[src/rtl/bidir_shift_engine_pkg.sv]
`default_nettype none
// ============================================================================
// Module : shift_engine_pkg
// Brief  : Shared types and constants for the bidir_shift_engine block.
// Rev    : 1.0
// ============================================================================
package shift_engine_pkg;

    typedef enum logic [1:0] {
        LOGICAL = 2'b00,
        ROTATE  = 2'b01,
        ARITH   = 2'b10,
        FILL    = 2'b11
    } shift_mode_t;

    typedef enum logic [1:0] {
        IDLE  = 2'b00,
        SHIFT = 2'b01,
        DONE  = 2'b10
    } shift_state_t;

    localparam logic DIR_LEFT  = 1'b0;
    localparam logic DIR_RIGHT = 1'b1;

endpackage
`default_nettype wire

[src/rtl/bidir_shift_engine_if.sv]
`default_nettype none
// ============================================================================
// Module : bidir_shift_engine_if
// Brief  : Request/result valid-ready streams of the shift engine.
// Rev    : 1.0
// ============================================================================
interface bidir_shift_engine_if #(
    parameter int WIDTH = 8
) ();
    localparam int CNT_W = $clog2(WIDTH + 1);

    logic             in_valid;
    logic             in_ready;
    logic [WIDTH-1:0] in_data;
    logic [CNT_W-1:0] in_count;
    logic             in_dir;
    logic [1:0]       in_mode;
    logic             in_fill;
    logic             out_valid;
    logic             out_ready;
    logic [WIDTH-1:0] out_data;
    logic             out_carry;

    modport slave (
        input  in_valid, in_data, in_count, in_dir, in_mode, in_fill, out_ready,
        output in_ready, out_valid, out_data, out_carry
    );

    modport master (
        output in_valid, in_data, in_count, in_dir, in_mode, in_fill, out_ready,
        input  in_ready, out_valid, out_data, out_carry
    );
endinterface
`default_nettype wire

[src/rtl/bidir_shift_engine_step.sv]
`default_nettype none
// ============================================================================
// Module : shift_step_unit
// Brief  : Combinational single step shift/rotate by k (1..STEP) with carry.
//          Sign fill for ARITH right shifts only when SHIFT_ENGINE_ARITH_EN.
// Rev    : 1.0
// ============================================================================
module shift_step_unit
    import shift_engine_pkg::*;
#(
    parameter int WIDTH = 8,
    parameter int CNT_W = $clog2(WIDTH + 1)
) (
    input  logic [WIDTH-1:0] i_value,
    input  logic [CNT_W-1:0] i_k,
    input  logic             i_dir,
    input  shift_mode_t      i_mode,
    input  logic             i_fill,
    output logic [WIDTH-1:0] o_value,
    output logic             o_carry
);
    localparam logic [CNT_W-1:0] c_WIDTH = CNT_W'(WIDTH);
    localparam logic [CNT_W-1:0] c_ONE   = CNT_W'(1);
    localparam logic [WIDTH-1:0] c_ONES  = '1;

    logic [CNT_W-1:0] w_back;
    logic [WIDTH-1:0] w_main;
    logic [WIDTH-1:0] w_wrap;
    logic [WIDTH-1:0] w_vac;
    logic [WIDTH-1:0] w_pick;
    logic [WIDTH-1:0] w_fillpat;

    assign w_back = c_WIDTH - i_k;

    // w_wrap holds the bits leaving one end, aligned to the vacated end.
    always_comb begin
        if (i_dir == DIR_RIGHT) begin
            w_main = i_value >> i_k;
            w_wrap = i_value << w_back;
            w_vac  = ~(c_ONES >> i_k);
            w_pick = i_value >> (i_k - c_ONE);
        end else begin
            w_main = i_value << i_k;
            w_wrap = i_value >> w_back;
            w_vac  = ~(c_ONES << i_k);
            w_pick = i_value >> w_back;
        end
    end

    always_comb begin
        w_fillpat = '0;
        case (i_mode)
            ROTATE:  w_fillpat = w_wrap;
            FILL:    w_fillpat = {WIDTH{i_fill}};
`ifdef SHIFT_ENGINE_ARITH_EN
            ARITH:   w_fillpat = {WIDTH{(i_dir == DIR_RIGHT) & i_value[WIDTH-1]}};
`else
            ARITH:   w_fillpat = '0;
`endif
            default: w_fillpat = '0;
        endcase
    end

    assign o_value = w_main | (w_vac & w_fillpat);
    assign o_carry = w_pick[0];

endmodule
`default_nettype wire

[src/rtl/bidir_shift_engine.sv]
`default_nettype none
// ============================================================================
// Module : bidir_shift_engine
// Brief  : Handshaked multi-cycle shift/rotate engine, up to STEP bits/clock.
//          Optional macro SHIFT_ENGINE_ARITH_EN enables arithmetic right shift.
// Rev    : 1.0
// ============================================================================
module bidir_shift_engine
    import shift_engine_pkg::*;
#(
    parameter int WIDTH = 8,
    parameter int STEP  = 1
) (
    input  logic                 clk,
    input  logic                 rst,
    bidir_shift_engine_if.slave  bus
);
    localparam int               CNT_W   = $clog2(WIDTH + 1);
    localparam logic [CNT_W-1:0] c_WIDTH = CNT_W'(WIDTH);
    localparam logic [CNT_W-1:0] c_STEP  = CNT_W'(STEP);

    shift_state_t     r_state;
    shift_state_t     w_state_nx;
    logic [WIDTH-1:0] r_data;
    logic [CNT_W-1:0] r_rem;
    logic             r_dir;
    shift_mode_t      r_mode;
    logic             r_fill;
    logic             r_carry;

    logic [CNT_W-1:0] w_count_clamped;
    logic [CNT_W-1:0] w_k;
    logic [WIDTH-1:0] w_step_value;
    logic             w_step_carry;
    logic             w_accept;
    logic             w_ready;
    logic             w_valid;

    // Counts beyond WIDTH saturate; they are never wrapped modulo WIDTH.
    assign w_count_clamped = (bus.in_count > c_WIDTH) ? c_WIDTH : bus.in_count;
    assign w_k             = (r_rem > c_STEP) ? c_STEP : r_rem;

    shift_step_unit #(
        .WIDTH (WIDTH),
        .CNT_W (CNT_W)
    ) u_step (
        .i_value (r_data),
        .i_k     (w_k),
        .i_dir   (r_dir),
        .i_mode  (r_mode),
        .i_fill  (r_fill),
        .o_value (w_step_value),
        .o_carry (w_step_carry)
    );

    always_ff @(posedge clk or posedge rst) begin
        if (rst) begin
            r_state <= IDLE;
        end else begin
            r_state <= w_state_nx;
        end
    end

    always_comb begin
        w_state_nx = r_state;
        w_ready    = 1'b0;
        w_valid    = 1'b0;
        w_accept   = 1'b0;
        case (r_state)
            IDLE: begin
                w_ready = 1'b1;
                if (bus.in_valid) begin
                    w_accept   = 1'b1;
                    w_state_nx = (w_count_clamped == '0) ? DONE : SHIFT;
                end
            end
            SHIFT: begin
                if (r_rem == w_k) begin
                    w_state_nx = DONE;
                end
            end
            DONE: begin
                w_valid = 1'b1;
                if (bus.out_ready) begin
                    w_state_nx = IDLE;
                end
            end
            default: w_state_nx = IDLE;
        endcase
    end

    always_ff @(posedge clk or posedge rst) begin
        if (rst) begin
            r_data  <= '0;
            r_rem   <= '0;
            r_dir   <= DIR_LEFT;
            r_mode  <= LOGICAL;
            r_fill  <= 1'b0;
            r_carry <= 1'b0;
        end else if (w_accept) begin
            r_data  <= bus.in_data;
            r_rem   <= w_count_clamped;
            r_dir   <= bus.in_dir;
            r_mode  <= shift_mode_t'(bus.in_mode);
            r_fill  <= bus.in_fill;
            r_carry <= 1'b0;
        end else if (r_state == SHIFT) begin
            r_data  <= w_step_value;
            r_carry <= w_step_carry;
            r_rem   <= r_rem - w_k;
        end
    end

    assign bus.in_ready  = w_ready;
    assign bus.out_valid = w_valid;
    assign bus.out_data  = r_data;
    assign bus.out_carry = r_carry;

endmodule
`default_nettype wire

[src/flat_wrapper.sv]
// flat-port wrapper written by rule: the top's interface ports become plain ports
module bidir_shift_engine_flat import shift_engine_pkg::*;
#(
    parameter int WIDTH = 8,
    parameter int STEP  = 1
)
  (clk, rst, bus_in_valid, bus_in_data, bus_in_count, bus_in_dir, bus_in_mode, bus_in_fill, bus_out_ready, bus_in_ready, bus_out_valid, bus_out_data, bus_out_carry);
  bidir_shift_engine_if #(.WIDTH(WIDTH)) bus_i ();
  input  logic clk;
  input  logic rst;
  input wire logic [$bits(bus_i.in_valid)-1:0] bus_in_valid;
  input wire logic [$bits(bus_i.in_data)-1:0] bus_in_data;
  input wire logic [$bits(bus_i.in_count)-1:0] bus_in_count;
  input wire logic [$bits(bus_i.in_dir)-1:0] bus_in_dir;
  input wire logic [$bits(bus_i.in_mode)-1:0] bus_in_mode;
  input wire logic [$bits(bus_i.in_fill)-1:0] bus_in_fill;
  input wire logic [$bits(bus_i.out_ready)-1:0] bus_out_ready;
  output wire logic [$bits(bus_i.in_ready)-1:0] bus_in_ready;
  output wire logic [$bits(bus_i.out_valid)-1:0] bus_out_valid;
  output wire logic [$bits(bus_i.out_data)-1:0] bus_out_data;
  output wire logic [$bits(bus_i.out_carry)-1:0] bus_out_carry;
  assign bus_i.in_valid = bus_in_valid;
  assign bus_i.in_data = bus_in_data;
  assign bus_i.in_count = bus_in_count;
  assign bus_i.in_dir = bus_in_dir;
  assign bus_i.in_mode = bus_in_mode;
  assign bus_i.in_fill = bus_in_fill;
  assign bus_i.out_ready = bus_out_ready;
  assign bus_in_ready = bus_i.in_ready;
  assign bus_out_valid = bus_i.out_valid;
  assign bus_out_data = bus_i.out_data;
  assign bus_out_carry = bus_i.out_carry;
  bidir_shift_engine #(.WIDTH(WIDTH), .STEP(STEP)) u_core (.clk(clk), .rst(rst), .bus(bus_i));
endmodule
[config.mk]
export PLATFORM = sky130hd
export DESIGN_NAME = bidir_shift_engine_flat
export DESIGN_NICKNAME = d
export VERILOG_FILES = /design/src/rtl/bidir_shift_engine_pkg.sv /design/src/rtl/bidir_shift_engine_if.sv /design/src/rtl/bidir_shift_engine_step.sv /design/src/rtl/bidir_shift_engine.sv /design/src/flat_wrapper.sv
export SDC_FILE = /design/constraint.sdc
export NUM_CORES = 1
export LEC_CHECK = 0
export ABC_CLOCK_PERIOD_IN_PS = 5430
export BUFFER_PORTS_ARGS = -buffer_cell sky130_fd_sc_hd__buf_2
export CAP_MARGIN = 10
export CORE_ASPECT_RATIO = 0.6
export CORE_UTILIZATION = 25
export CTS_CLUSTER_DIAMETER = 50
export CTS_CLUSTER_SIZE = 40
export DETAILED_ROUTE_END_ITERATION = 10
export GPL_TIMING_DRIVEN = 0
export RECOVER_POWER = 25
export SYNTH_ARGS = -nofsm -noshare
export SYNTH_HDL_FRONTEND = slang
export SYNTH_SLANG_ARGS = --single-unit
export TNS_END_PERCENT = 30
[constraint.sdc]
create_clock -name clk -period 5.43 [get_ports clk]
set_input_delay 0.543 -clock clk [delete_from_list [all_inputs] [get_ports clk]]
set_output_delay 0.543 -clock clk [all_outputs]
set_load 0.01 [all_outputs]
==> results list <==
- Post-route setup slack: 1.94 ns
- Detailed placement finished with a half-perimeter wire length of 3.25 mm.
* CP endpoint: u_core.bus.out_carry
* Largest net degree at the start of global routing: 20
* Cell count of the worst reg-to-reg path: 10
- Final wirelength: 4.23 mm
- The detailed router finished its first iteration with 200 violations.
- Final design instance area without fill: 1780 um2
- Counting tap cells, the placed design contains a total of 280 instances.
* Final critical path time including I/O delays and setup: 3.49 ns
* Sequential fraction of the synthesis area: 0.323
- The number of antenna diodes in the final layout is 0.
- Worst r2r dst: u_core.bus.out_carry
* Root buffer cell: clkbuf_8
* Average cell area after synthesis: 8.77 um2
* Vias per inst: 5.01
- Clock Sinks: 19
* Starting density of the core: 0.262
* Resized cells post-CTS: 0
- Floorplan die area: 6210 um2
* Clock input transition at the sequential cells of the worst setup and hold paths: 0.08 ns
- In this run the worst hold path is classified as in2async.
- OpenSTA, run right after detailed placement, puts the worst setup slack at 1.99 ns.
* Launch point of the critical path: u_core.r_rem[1]
- The die is 101 um wide.
- Register-to-register path setup slack: 1.94 ns
* Number of global-route vias before repair: 1252
* Library cell contributing the largest single delay on the critical path: or4_1
- Number of storage elements in the synthesis netlist: 19
- In the global route stage, overall resource usage came out at 0.149.
- Number of maximum-capacitance constraint violations: 0
* Count of distinct cell types in the synthesized netlist: 43
- Placed Area: 1730 um2
- The initialized floorplan defines 21 standard-cell rows.
- The critical path is of the reg2reg type.
* Uppermost signal routing layer after detailed routing: met4
* Wire length on met3: 425 um
- Most used DFF post-synth: dfrtp_1
* Number of buffers inserted by hold repair at cts: 0
- Final Hold Fails: 0
* Peak supply drop: 0.000194 V
* Number of synthesized flops with an enable pin: 0
- Clock skew after layout: 0.00138 ns
* CTS tree: yes
* Final setup violation count: 0
- The initial antenna violation count came to 0.
- Of all flip-flops after synthesis, the portion carrying an async set or reset was 1.00.
- Of all cell types, the one taking the most synthesized area is dfrtp_1.
- Syn-to-layout area delta: 21.2%
- H-tree depth: 1
- CP delay by family, top: buffers and inverters
* Total buffers and inverters traversed by the critical path: 4
- Leakage component of the power: 0.000757 uW
- Result of the run: complete, no violations
- The share of synthesized area in the top cell type comes to 0.323.
- STA classifies the critical path startpoint as a flop.
- FMAX: 286 MHz
- In the final timing run, aggregate negative setup slack is 0 ns.
* DIE HEIGHT: 61.5 um
* I/O pin total: 31
* Amount of wire on met2 after detailed routing: 1.50 mm
* Core area: 5620 um2
- Counting the fill cells in the layout gives 616.
- For this block, the via count after detailed routing is 1427.
- At the end of routability-driven placement, the weighted congestion stood at 0.920.
- Routed length on met1: 2.27 mm
- In the final layout, the share of cells above drive strength 1 is 0.239.
- Total count of max-transition violations in the final report: 0
* Global route total overflow: 0
- Synthesis handed over a netlist of 168 instances.
- In the routed design, unresolved DRC markers number 0.
- Data on the critical path arrives at its endpoint at 3.65 ns.
* Router iterations before antenna repair: 4
- Post-route non-filler standard cell count: 285
- Req. time, crit path: 5.59 ns
* Postcts setup bufs: 0
- The largest single stage delay on the critical path is 0.53 ns.
- Detail-routed net length per standard cell: 14.8 um
- No sink is reached through more buffers than the 2 on the longest clock path.
* Total CTS buffers: 3
- Number of buffer cells added on primary ports: 30
- The worst register-to-register path begins at u_core.r_rem[1].
- The clock reaches the later pin of the worst-skew pair after 0.26 ns.
- The signal on the critical path passes through or4_1, clkbuf_2, inv_1, buf_1, ha_1, ha_1, clkbuf_1, mux4_2, a31o_2, a41o_1.
- For this run, the post-layout net count is 231.
- Synth Warn #: 0
- Relative slew slack: 0.492
* Largest cells by area after synthesis: dfrtp_1, mux2i_1, mux2_2
* First-pass GRT wire length: 6.82 mm
- Critical Path Stages: 10
* Worst Tran Pin Value: 0.761 ns
- After synthesis the cells add up to 1470 um2.
* PwrDens: 654 nW/um2
- Dividing the final minimum period by the clock period gives 0.643.
* Most frequent cell on the critical path: ha_1
- In this run the worst path has a maximum fanout of 10.
* Type of element capturing the critical path: flop
- Setup repair after global routing left no endpoint under its margin.
* Post-DRT Antenna Nets: 0
[layer usage]
layer,vias to the layer above,global-route usage
met3,5,0.0477
met4,0,0.0248
li1,701,-
met1,649,0.241
met5,-,0
met2,72,0.184
[through the flow]
| step | utilization | hold WS (ns) | total power [uW] |
|---|---|---|---|
| floorplan | - | 0.494 | 838 |
| global placement | 0.308 | 0.556 | 1050 |
| detailed placement | 0.308 | 0.559 | 1050 |
| CTS | 0.316 | 0.430 | 1160 |
| global route | 0.317 | 0.463 | 1270 |
| finish | 0.317 | 0.400 | 1170 |
[state kept, by name, summed over array words and instances, names as in the netlist]
name,flops
u_core.r_fill,1
u_core.bus.out_carry,1
u_core.bus.out_data,8
u_core.r_mode,2
u_core.r_dir,1
u_core.r_state,2
u_core.r_rem,4
[how the worst min path moves through the flow]
stage	startpoint	to	slack [ns]	cells after the start
3_3_place_gp	u_core.r_fill	u_core.r_fill	0.56	1
5_1_grt	rst	u_core.bus.out_data[6]	0.46	2
6_report	rst	u_core.bus.out_data[1]	0.40	2
3_5_place_dp	u_core.r_fill	u_core.r_fill	0.56	1
2_1_floorplan	rst	u_core.bus.out_carry	0.49	1
4_1_cts	rst	u_core.bus.out_data[1]	0.43	2
[area by class of cell]
class | count | area [um2] | share of cell area
inverters | 6 | 22.5 | 0.0126
flip-flops and latches | 19 | 475 | 0.266
plain buffers | 12 | 47.5 | 0.0266
multi-input cells | 133 | 935 | 0.524
well taps | 80 | 100 | 0.0561
clock inverters | 1 | 7.51 | 0.00421
clock buffers | 3 | 41.3 | 0.0231
repair buffers | 31 | 155 | 0.0870
[where the power goes]
part	internal [uW]	leakage [uW]	switching, uW
logic	328	0.000504	416
registers	216	0.000232	102
clock network	51.9	0.0000217	54.1
total	595	0.000757	572
[layout by cell type (no fill, tap or decap), types with 2 or more instances in the layout]
master,instances
o21ai_0,10
nor3_1,10
mux2_2,7
nand3_1,2
o22ai_1,3
nor3b_1,6
nand2b_1,4
dfrtp_1,19
nor2_1,10
a31oi_1,2
nand4_1,5
nor4_1,3
buf_2,32
a21oi_1,11
ha_1,5
mux4_2,2
nor2b_1,4
clkbuf_1,9
clkbuf_8,3
nand3b_1,4
nand2_1,9
inv_1,6
mux2i_1,12
o32a_1,2
conb_1,4
and2_1,2
[cells in the mapped netlist (2+ instances only)]
cell      number
a21oi_1       11
a31oi_1        2
and2_1         2
clkbuf_1       9
conb_1         2
dfrtp_1       19
ha_1           5
inv_1          6
mux2_2         7
mux2i_1       12
mux4_2         2
nand2_1        9
nand2b_1       4
nand3_1        2
nand3b_1       4
nand4_1        5
nor2_1        10
nor2b_1        4
nor3_1        10
nor3b_1        6
nor4_1         3
o21ai_0       10
o22ai_1        3
o32a_1         2
[kinds of logic (layout without fill, tap and decap cells)]
group	count (synthesis)	in the layout	synth area share
and+or+nand+nor	63	63	0.240
AOI/OAI and AO/OA	39	39	0.170
muxes	21	21	0.166
DFF	19	19	0.323
buffers and inverters	18	53	0.0476
adders and majority gates	5	5	0.0425
other	2	4	0.00510
xor gates and xnor gates	1	1	0.00595
Note: power is estimated with default switching activity, not from simulation.
